==> config.mk <==
export PLATFORM = sky130hd
export DESIGN_NAME = pkt_chan_queue_flat
export DESIGN_NICKNAME = d
export VERILOG_FILES = /design/src/rtl/pkt_chan_queue_pkg.sv /design/src/rtl/pkt_chan_queue_if.sv /design/src/rtl/pkt_chan_queue_fifo.sv /design/src/rtl/pkt_chan_queue.sv /design/src/flat_wrapper.sv
export SDC_FILE = /design/constraint.sdc
export NUM_CORES = 1
export LEC_CHECK = 0
export ABC_AREA = 1
export CAP_MARGIN = 20
export CORE_MARGIN = 2
export CORE_UTILIZATION = 45
export CTS_CLUSTER_SIZE = 20
export DETAILED_ROUTE_END_ITERATION = 12
export PLACE_DENSITY = 0.67
export SYNTH_ARGS = -nofsm -noshare
export SYNTH_HDL_FRONTEND = slang
export SYNTH_SLANG_ARGS = --single-unit
==> constraint.sdc <==
create_clock -name clk -period 2.4 [get_ports clk]
set_clock_uncertainty 0.05 [all_clocks]
set_input_delay 0.48 -clock clk [delete_from_list [all_inputs] [get_ports clk]]
set_output_delay 0.48 -clock clk [all_outputs]
set_load 0.005 [all_outputs]
==> src/rtl/pkt_chan_queue_pkg.sv <==
// Shared helpers for the multi-channel packet queue: width derivation and
// drop-policy encodings.
package pkt_chan_queue_pkg;

    localparam bit POLICY_DROP_NEWEST = 1'b0;
    localparam bit POLICY_DROP_OLDEST = 1'b1;

    function automatic int clog2(input int value);
        int r;
        r = 0;
        while ((1 << r) < value) r = r + 1;
        return r;
    endfunction

    // Bits needed to name one of n channels.
    function automatic int ch_width(input int n);
        return (clog2(n) < 1) ? 1 : clog2(n);
    endfunction

    // Bits needed to hold an occupancy of 0..depth.
    function automatic int occ_width(input int depth);
        return clog2(depth + 1);
    endfunction

endpackage

==> src/rtl/pkt_chan_queue_if.sv <==
// Bus bundle between the packet source / consumer and the channel queue.
interface pkt_chan_queue_if
    import pkt_chan_queue_pkg::*;
#(
    parameter int NUM_CH = 4,
    parameter int DEPTH  = 6,
    parameter int DATA_W = 2,
    parameter int RCV_W  = 16,
    parameter int DROP_W = 11
);
    localparam int CH_W  = ch_width(NUM_CH);
    localparam int OCC_W = occ_width(DEPTH);

    logic                       in_valid;
    logic [CH_W-1:0]            in_chan;
    logic [DATA_W-1:0]          in_data;
    logic [NUM_CH-1:0]          rd_sel;
    logic                       rd_valid;
    logic [DATA_W-1:0]          rd_data;
    logic [CH_W-1:0]            rd_chan;
    logic                       rd_err;
    logic [NUM_CH*OCC_W-1:0]    occ;
    logic [NUM_CH*RCV_W-1:0]    received;
    logic [NUM_CH*DROP_W-1:0]   dropped;

    modport master (
        output in_valid, in_chan, in_data, rd_sel,
        input  rd_valid, rd_data, rd_chan, rd_err, occ, received, dropped
    );

    modport slave (
        input  in_valid, in_chan, in_data, rd_sel,
        output rd_valid, rd_data, rd_chan, rd_err, occ, received, dropped
    );

endinterface

==> src/rtl/pkt_chan_queue_fifo.sv <==
// One channel of the packet queue: shift-register storage with head at
// index 0, overflow drop policy and saturating received/dropped counters.
module pkt_chan_fifo
    import pkt_chan_queue_pkg::*;
#(
    parameter int DEPTH       = 6,
    parameter int DATA_W      = 2,
    parameter int RCV_W       = 16,
    parameter int DROP_W      = 11,
    parameter bit DROP_OLDEST = POLICY_DROP_OLDEST,
    localparam int OCC_W      = occ_width(DEPTH)
) (
    input  logic              clk,
    input  logic              rst_n,
    input  logic              push,
    input  logic              pop,
    input  logic [DATA_W-1:0] data,
    output logic [DATA_W-1:0] head,
    output logic [OCC_W-1:0]  occ,
    output logic [RCV_W-1:0]  received,
    output logic [DROP_W-1:0] dropped
);

    logic [DATA_W-1:0] mem      [DEPTH];
    logic [DATA_W-1:0] mem_next [DEPTH];
    logic              do_pop;
    logic              full;
    logic              do_shift;
    logic              do_write;
    logic              drop;
    logic [OCC_W-1:0]  wr_idx;
    logic [OCC_W-1:0]  occ_next;

    function automatic logic [RCV_W-1:0] sat_inc_rcv(input logic [RCV_W-1:0] v);
        return (&v) ? v : v + RCV_W'(1);
    endfunction

    function automatic logic [DROP_W-1:0] sat_inc_drop(input logic [DROP_W-1:0] v);
        return (&v) ? v : v + DROP_W'(1);
    endfunction

    assign head = mem[0];

    // Decide shift/write/drop for this cycle; a pop on an empty queue is ignored
    // so a same-cycle push into an empty queue simply lands at index 0.
    always_comb begin
        do_pop   = pop && (occ != '0);
        full     = (occ == OCC_W'(DEPTH));
        do_shift = 1'b0;
        do_write = 1'b0;
        drop     = 1'b0;
        wr_idx   = occ;
        occ_next = occ;
        if (push && do_pop) begin
            do_shift = 1'b1;
            do_write = 1'b1;
            wr_idx   = occ - OCC_W'(1);
        end else if (push && full) begin
            drop = 1'b1;
            if (DROP_OLDEST) begin
                do_shift = 1'b1;
                do_write = 1'b1;
                wr_idx   = OCC_W'(DEPTH - 1);
            end
        end else if (push) begin
            do_write = 1'b1;
            occ_next = occ + OCC_W'(1);
        end else if (do_pop) begin
            do_shift = 1'b1;
            occ_next = occ - OCC_W'(1);
        end
        for (int i = 0; i < DEPTH; i++) mem_next[i] = mem[i];
        if (do_shift) begin
            for (int i = 0; i < DEPTH - 1; i++) mem_next[i] = mem[i + 1];
        end
        if (do_write) begin
            for (int i = 0; i < DEPTH; i++) begin
                if (wr_idx == OCC_W'(i)) mem_next[i] = data;
            end
        end
    end

    // Storage, occupancy and statistics registers.
    always_ff @(posedge clk or negedge rst_n) begin
        if (!rst_n) begin
            for (int i = 0; i < DEPTH; i++) mem[i] <= '0;
            occ      <= '0;
            received <= '0;
            dropped  <= '0;
        end else begin
            for (int i = 0; i < DEPTH; i++) mem[i] <= mem_next[i];
            occ <= occ_next;
            if (push) received <= sat_inc_rcv(received);
            if (drop) dropped  <= sat_inc_drop(dropped);
        end
    end

endmodule

==> src/rtl/pkt_chan_queue.sv <==
// Multi-channel packet queue top: write decoder, one-hot pop decoder with
// error pulse, head mux and registered read outputs.
module pkt_chan_queue
    import pkt_chan_queue_pkg::*;
#(
    parameter int NUM_CH      = 4,
    parameter int DEPTH       = 6,
    parameter int DATA_W      = 2,
    parameter int RCV_W       = 16,
    parameter int DROP_W      = 11,
    parameter bit DROP_OLDEST = POLICY_DROP_OLDEST
) (
    input  logic                clk,
    input  logic                rst_n,
    pkt_chan_queue_if.slave     bus
);

    localparam int CH_W  = ch_width(NUM_CH);
    localparam int OCC_W = occ_width(DEPTH);

    logic [NUM_CH-1:0] push_vec;
    logic [NUM_CH-1:0] pop_vec;
    logic [NUM_CH-1:0] nonempty;
    logic              multi_sel;
    logic              pop_ok;
    logic [CH_W-1:0]   sel_idx;
    logic [DATA_W-1:0] head_arr [NUM_CH];
    logic [OCC_W-1:0]  occ_arr  [NUM_CH];
    logic [RCV_W-1:0]  rcv_arr  [NUM_CH];
    logic [DROP_W-1:0] drp_arr  [NUM_CH];

    logic              rd_valid_p1;
    logic              rd_err_p1;
    logic [DATA_W-1:0] rd_data_p1;
    logic [CH_W-1:0]   rd_chan_p1;

    // Steer the write strobe to the addressed channel.
    always_comb begin
        for (int i = 0; i < NUM_CH; i++) push_vec[i] = bus.in_valid && (bus.in_chan == CH_W'(i));
    end

    // Reject multi-bit selects, otherwise pop the selected channel.
    always_comb begin
        multi_sel = (bus.rd_sel & (bus.rd_sel - NUM_CH'(1))) != '0;
        pop_vec   = multi_sel ? '0 : bus.rd_sel;
        pop_ok    = !multi_sel && |(bus.rd_sel & nonempty);
        sel_idx   = '0;
        for (int i = 0; i < NUM_CH; i++) begin
            if (bus.rd_sel[i]) sel_idx = CH_W'(i);
        end
    end

    for (genvar g = 0; g < NUM_CH; g++) begin : g_ch
        pkt_chan_fifo #(
            .DEPTH       (DEPTH),
            .DATA_W      (DATA_W),
            .RCV_W       (RCV_W),
            .DROP_W      (DROP_W),
            .DROP_OLDEST (DROP_OLDEST)
        ) u_fifo (
            .clk      (clk),
            .rst_n    (rst_n),
            .push     (push_vec[g]),
            .pop      (pop_vec[g]),
            .data     (bus.in_data),
            .head     (head_arr[g]),
            .occ      (occ_arr[g]),
            .received (rcv_arr[g]),
            .dropped  (drp_arr[g])
        );
        assign nonempty[g] = (occ_arr[g] != '0);
    end

    // Read result stage: valid/err pulse one cycle, data/chan hold when idle.
    always_ff @(posedge clk or negedge rst_n) begin
        if (!rst_n) begin
            rd_valid_p1 <= 1'b0;
            rd_err_p1   <= 1'b0;
            rd_data_p1  <= '0;
            rd_chan_p1  <= '0;
        end else begin
            rd_valid_p1 <= pop_ok;
            rd_err_p1   <= multi_sel;
            if (pop_ok) begin
                rd_data_p1 <= head_arr[sel_idx];
                rd_chan_p1 <= sel_idx;
            end
        end
    end

    // Pack per-channel status onto the flat output buses.
    always_comb begin
        bus.occ      = '0;
        bus.received = '0;
        bus.dropped  = '0;
        for (int i = 0; i < NUM_CH; i++) begin
            bus.occ[i*OCC_W +: OCC_W]       = occ_arr[i];
            bus.received[i*RCV_W +: RCV_W]  = rcv_arr[i];
            bus.dropped[i*DROP_W +: DROP_W] = drp_arr[i];
        end
    end

    assign bus.rd_valid = rd_valid_p1;
    assign bus.rd_err   = rd_err_p1;
    assign bus.rd_data  = rd_data_p1;
    assign bus.rd_chan  = rd_chan_p1;

endmodule
==> src/flat_wrapper.sv <==
// flat-port wrapper written by rule: the top's interface ports become plain ports
module pkt_chan_queue_flat import pkt_chan_queue_pkg::*;
#(
    parameter int NUM_CH      = 4,
    parameter int DEPTH       = 6,
    parameter int DATA_W      = 2,
    parameter int RCV_W       = 16,
    parameter int DROP_W      = 11,
    parameter bit DROP_OLDEST = POLICY_DROP_OLDEST
)
  (clk, rst_n, bus_in_valid, bus_in_chan, bus_in_data, bus_rd_sel, bus_rd_valid, bus_rd_data, bus_rd_chan, bus_rd_err, bus_occ, bus_received, bus_dropped);
  pkt_chan_queue_if #(.NUM_CH(NUM_CH), .DEPTH(DEPTH), .DATA_W(DATA_W), .RCV_W(RCV_W), .DROP_W(DROP_W)) bus_i ();
  input  logic clk;
  input  logic rst_n;
  input wire logic [$bits(bus_i.in_valid)-1:0] bus_in_valid;
  input wire logic [$bits(bus_i.in_chan)-1:0] bus_in_chan;
  input wire logic [$bits(bus_i.in_data)-1:0] bus_in_data;
  input wire logic [$bits(bus_i.rd_sel)-1:0] bus_rd_sel;
  output wire logic [$bits(bus_i.rd_valid)-1:0] bus_rd_valid;
  output wire logic [$bits(bus_i.rd_data)-1:0] bus_rd_data;
  output wire logic [$bits(bus_i.rd_chan)-1:0] bus_rd_chan;
  output wire logic [$bits(bus_i.rd_err)-1:0] bus_rd_err;
  output wire logic [$bits(bus_i.occ)-1:0] bus_occ;
  output wire logic [$bits(bus_i.received)-1:0] bus_received;
  output wire logic [$bits(bus_i.dropped)-1:0] bus_dropped;
  assign bus_i.in_valid = bus_in_valid;
  assign bus_i.in_chan = bus_in_chan;
  assign bus_i.in_data = bus_in_data;
  assign bus_i.rd_sel = bus_rd_sel;
  assign bus_rd_valid = bus_i.rd_valid;
  assign bus_rd_data = bus_i.rd_data;
  assign bus_rd_chan = bus_i.rd_chan;
  assign bus_rd_err = bus_i.rd_err;
  assign bus_occ = bus_i.occ;
  assign bus_received = bus_i.received;
  assign bus_dropped = bus_i.dropped;
  pkt_chan_queue #(.NUM_CH(NUM_CH), .DEPTH(DEPTH), .DATA_W(DATA_W), .RCV_W(RCV_W), .DROP_W(DROP_W), .DROP_OLDEST(DROP_OLDEST)) u_core (.clk(clk), .rst_n(rst_n), .bus(bus_i));
endmodule
==> metrics <==
status=finished clean; CP startpoint kind=flip-flop; min cycle time layout=2.15 ns; flop-to-flop setup slack=0.25 ns; crit-path max FO=19; Final Max Tran Viols=0; number of flops mapped to enable cells by yosys=0; fraction of layout cells with a size suffix above 1=10.4%; Yosys Warn Count=0; async set-reset flop share out of synthesis=100%; drt initial violations=556; kind of critical path=reg -> reg; Die Wd=153 µm; # H-tree levels=4; peak supply drop=0.000544 V; die footprint=23400 µm²; Post-Synthesis Cells=1323; Initial Utilization=45.7%; DRC Markers=0; CTS Hold Buffers Added=1; Core ar.=21800 µm²; Worst path top cell family by delay=compound AO/OA/AOI/OAI gates; post-synth top area share=43.6%; Final Hold Viols=0; Netlist cell types=33; most common cell in the synthesized netlist=nand2_1; CP peak stage delay=0.52 ns; GRT overflow=0; cell taking the most area after synthesis=dfrtp_1; Synth area leaders=dfrtp_1, nand2_1, nand3_1; max_cap viols=0; RSZ-0062 raised after global routing=no; register area share after synthesis=43.6%; dpl hpwl=17500 µm; clk root buf=clkbuf_16; Pleak=6.29 nW; Worst Setup End Kind=flip-flop; FF+latch count, synth=174; Worst path slowest cell=o21bai_2; Worst-path clk slew=0.07 ns; final setup vio count=0; fin area=12800 µm²; HP Class=reg -> reg; drt via density=5.03; final std cells w/o fill=1830; Buffers on Ports=136; TritonCTS clock tree=done; worst skew pair latency=0.43 ns; Worst EP required=2.62 ns; FP Rows=54; Worst slew margin=58.0%; Primary FF master, synth=dfrtp_1; routed vias=9203; largest net degree at the start of global routing=52; first-pass GRT wire length=39900 µm; antenna cell count=0; die height=153 µm; Fill cells=1967; initial antenna violation count=0; CP cell instances=ha_1 -> nand2_1 -> nor2_1 -> nand3_1 -> nor2_1 -> nand2_1 -> o21bai_2 -> o21ai_0; Post-DRT Antenna Nets=0; syn nets=1358; Net count, final=1572; clock buffer depth=2; syn avg cell area=7.54 µm²; routed len/inst=12.8 µm; PwrDens=862 nW/µm²; Power Total=11.1 mW; Syn Std Cell Area=9980 µm²; period utilization=89.5%; Slew @ Worst Pin=0.630 ns; Total Wirelength=23500 µm; GP Congestion=0.874; Placed Area=12300 µm²; TritonRoute pass-1 iters=4; Syn-to-layout area delta=28.6%; DP Cell Count=1797; total CTS buffers=17; Total Routing Usage GR=20.3%; final core occ=58.8%; FMAX=0.466 GHz; Worst Path Buf+Inv=0; critical path arrival=2.37 ns; vias in the first global route=8665; Synth top cells by count=nand2_1, dfrtp_1, inv_1, nand3_1, nor2_1; Top-Level Pins=137; postcts setup bufs=0; Clock Sinks=174; post-CTS sizing=0
[cell type report]
| class | instances | area, µm² | area share [%] |
|---|---|---|---|
| Clock buffer | 19 | 453 | 3.53 |
| Inverter | 131 | 492 | 3.83 |
| Multi-Input combinational cell | 988 | 4970 | 38.7 |
| Clock inverter | 13 | 105 | 0.819 |
| Timing Repair Buffer | 225 | 2110 | 16.4 |
| Tap cell | 280 | 350 | 2.73 |
| Sequential cell | 174 | 4350 | 33.9 |
[logic make-up after synthesis]
| group | count (synthesis) | synth area share (%) |
|---|---|---|
| xor gates and xnor gates | 86 | 7.55 |
| DFF | 174 | 43.6 |
| and+or+nand+nor | 804 | 34.9 |
| AOI/OAI and AO/OA | 74 | 4.41 |
| adders and majority gates | 24 | 3.01 |
| buffers and inverters | 161 | 6.52 |
[path summary, 6_finish.rpt]
| path | start | endpoint | cells past startpoint |
|---|---|---|---|
| setup / recovery | u_core.g_ch[0].u_fifo.dropped[0]$_DFFE_PN0P_ | u_core.g_ch[0].u_fifo.dropped[7]$_DFFE_PN0P_ | 8 |
| hold / removal | u_core.g_ch[3].u_fifo.mem[0]$_DFFE_PN0P_ | u_core.g_ch[3].u_fifo.mem[0]$_DFFE_PN0P_ | 2 |
| setup reg to reg | u_core.g_ch[0].u_fifo.dropped[0]$_DFFE_PN0P_ | u_core.g_ch[0].u_fifo.dropped[7]$_DFFE_PN0P_ | 8 |
| hold reg to reg | u_core.g_ch[3].u_fifo.mem[0]$_DFFE_PN0P_ | u_core.g_ch[3].u_fifo.mem[0]$_DFFE_PN0P_ | 2 |
| max in group asynchronous | rst_n | u_core.g_ch[3].u_fifo.mem[4]$_DFF_PN0_ | 3 |
| min in group asynchronous | rst_n | u_core.g_ch[1].u_fifo.received[6]$_DFFE_PN0P_ | 2 |
[metrics by stage]
| step | hold slack, ns | setup slack [ns] | setup TNS, ns |
|---|---|---|---|
| floorplan | 0.134 | 0.540 | 0 |
| global placement | 0.413 | -0.0778 | -1.67 |
| detailed placement | 0.416 | -0.111 | -2.49 |
| CTS | 0.432 | 0.197 | 0 |
| global route | 0.452 | 0.00951 | 0 |
| finish | 0.429 | 0.253 | 0 |
[per-layer routing]
layer | vias up | share of wire, % | track usage (%)
met3 | 17 | 4.1 | 3.80
met4 | 0 | 0.95 | 5.34
met1 | 4330 | 48 | 27.3
met2 | 173 | 47 | 33.9
li1 | 4683 | - | -
met5 | - | 0 | 0
[worst register-to-register path, delay by kind of cell (launching register included)]
| kind | cells | cell delay (ns) |
|---|---|---|
| compound gates | 2 | 0.74 |
| flops | 1 | 0.46 |
| fa+ha+maj | 1 | 0.22 |
| simple gates | 5 | 0.54 |
[flip-flops by register name, summed over array words and instances (netlist names)]
register / count
u_core.bus.rd_chan: 2
u_core.bus.rd_data: 2
u_core.bus.rd_err: 1
u_core.bus.rd_valid: 1
u_core.g_ch.u_fifo.dropped: 44
u_core.g_ch.u_fifo.head: 8
u_core.g_ch.u_fifo.mem: 40
u_core.g_ch.u_fifo.occ: 12
u_core.g_ch.u_fifo.received: 64
[cell usage in the layout, fill, tap and decap left out, types with 2 or more instances in the layout]
cell,Yosys,routed
nand2_1,472,472
clkbuf_16,0,17
nand3_1,107,107
inv_1,120,120
and2_1,2,2
a21oi_4,3,3
inv_2,10,10
nand3_2,5,5
nand3b_1,3,3
xnor2_1,38,38
buf_4,9,82
clkdlybuf4s50_1,0,135
buf_12,0,6
nand4_1,76,76
clkinv_4,0,4
nand2_2,9,9
nor3_1,27,27
xor2_1,48,48
nor2_1,94,94
clkinv_2,0,2
clkbuf_8,0,2
ha_1,24,24
dfrtp_1,174,174
o21ai_0,53,53
inv_6,0,6
a21oi_1,10,10
nor2_4,2,2
a21oi_2,2,2
nor2_2,6,6
[report_power, final]
part           leakage, nW  internal (mW)  total (mW)  switching [mW]
Clock                0.275           1.40        2.62            1.22
Sequential            2.25           3.64        4.32           0.677
Combinational         3.77           1.96        4.12            2.16
Total                 6.29           7.01        11.1            4.06
Power figures use the tool's default switching activity.
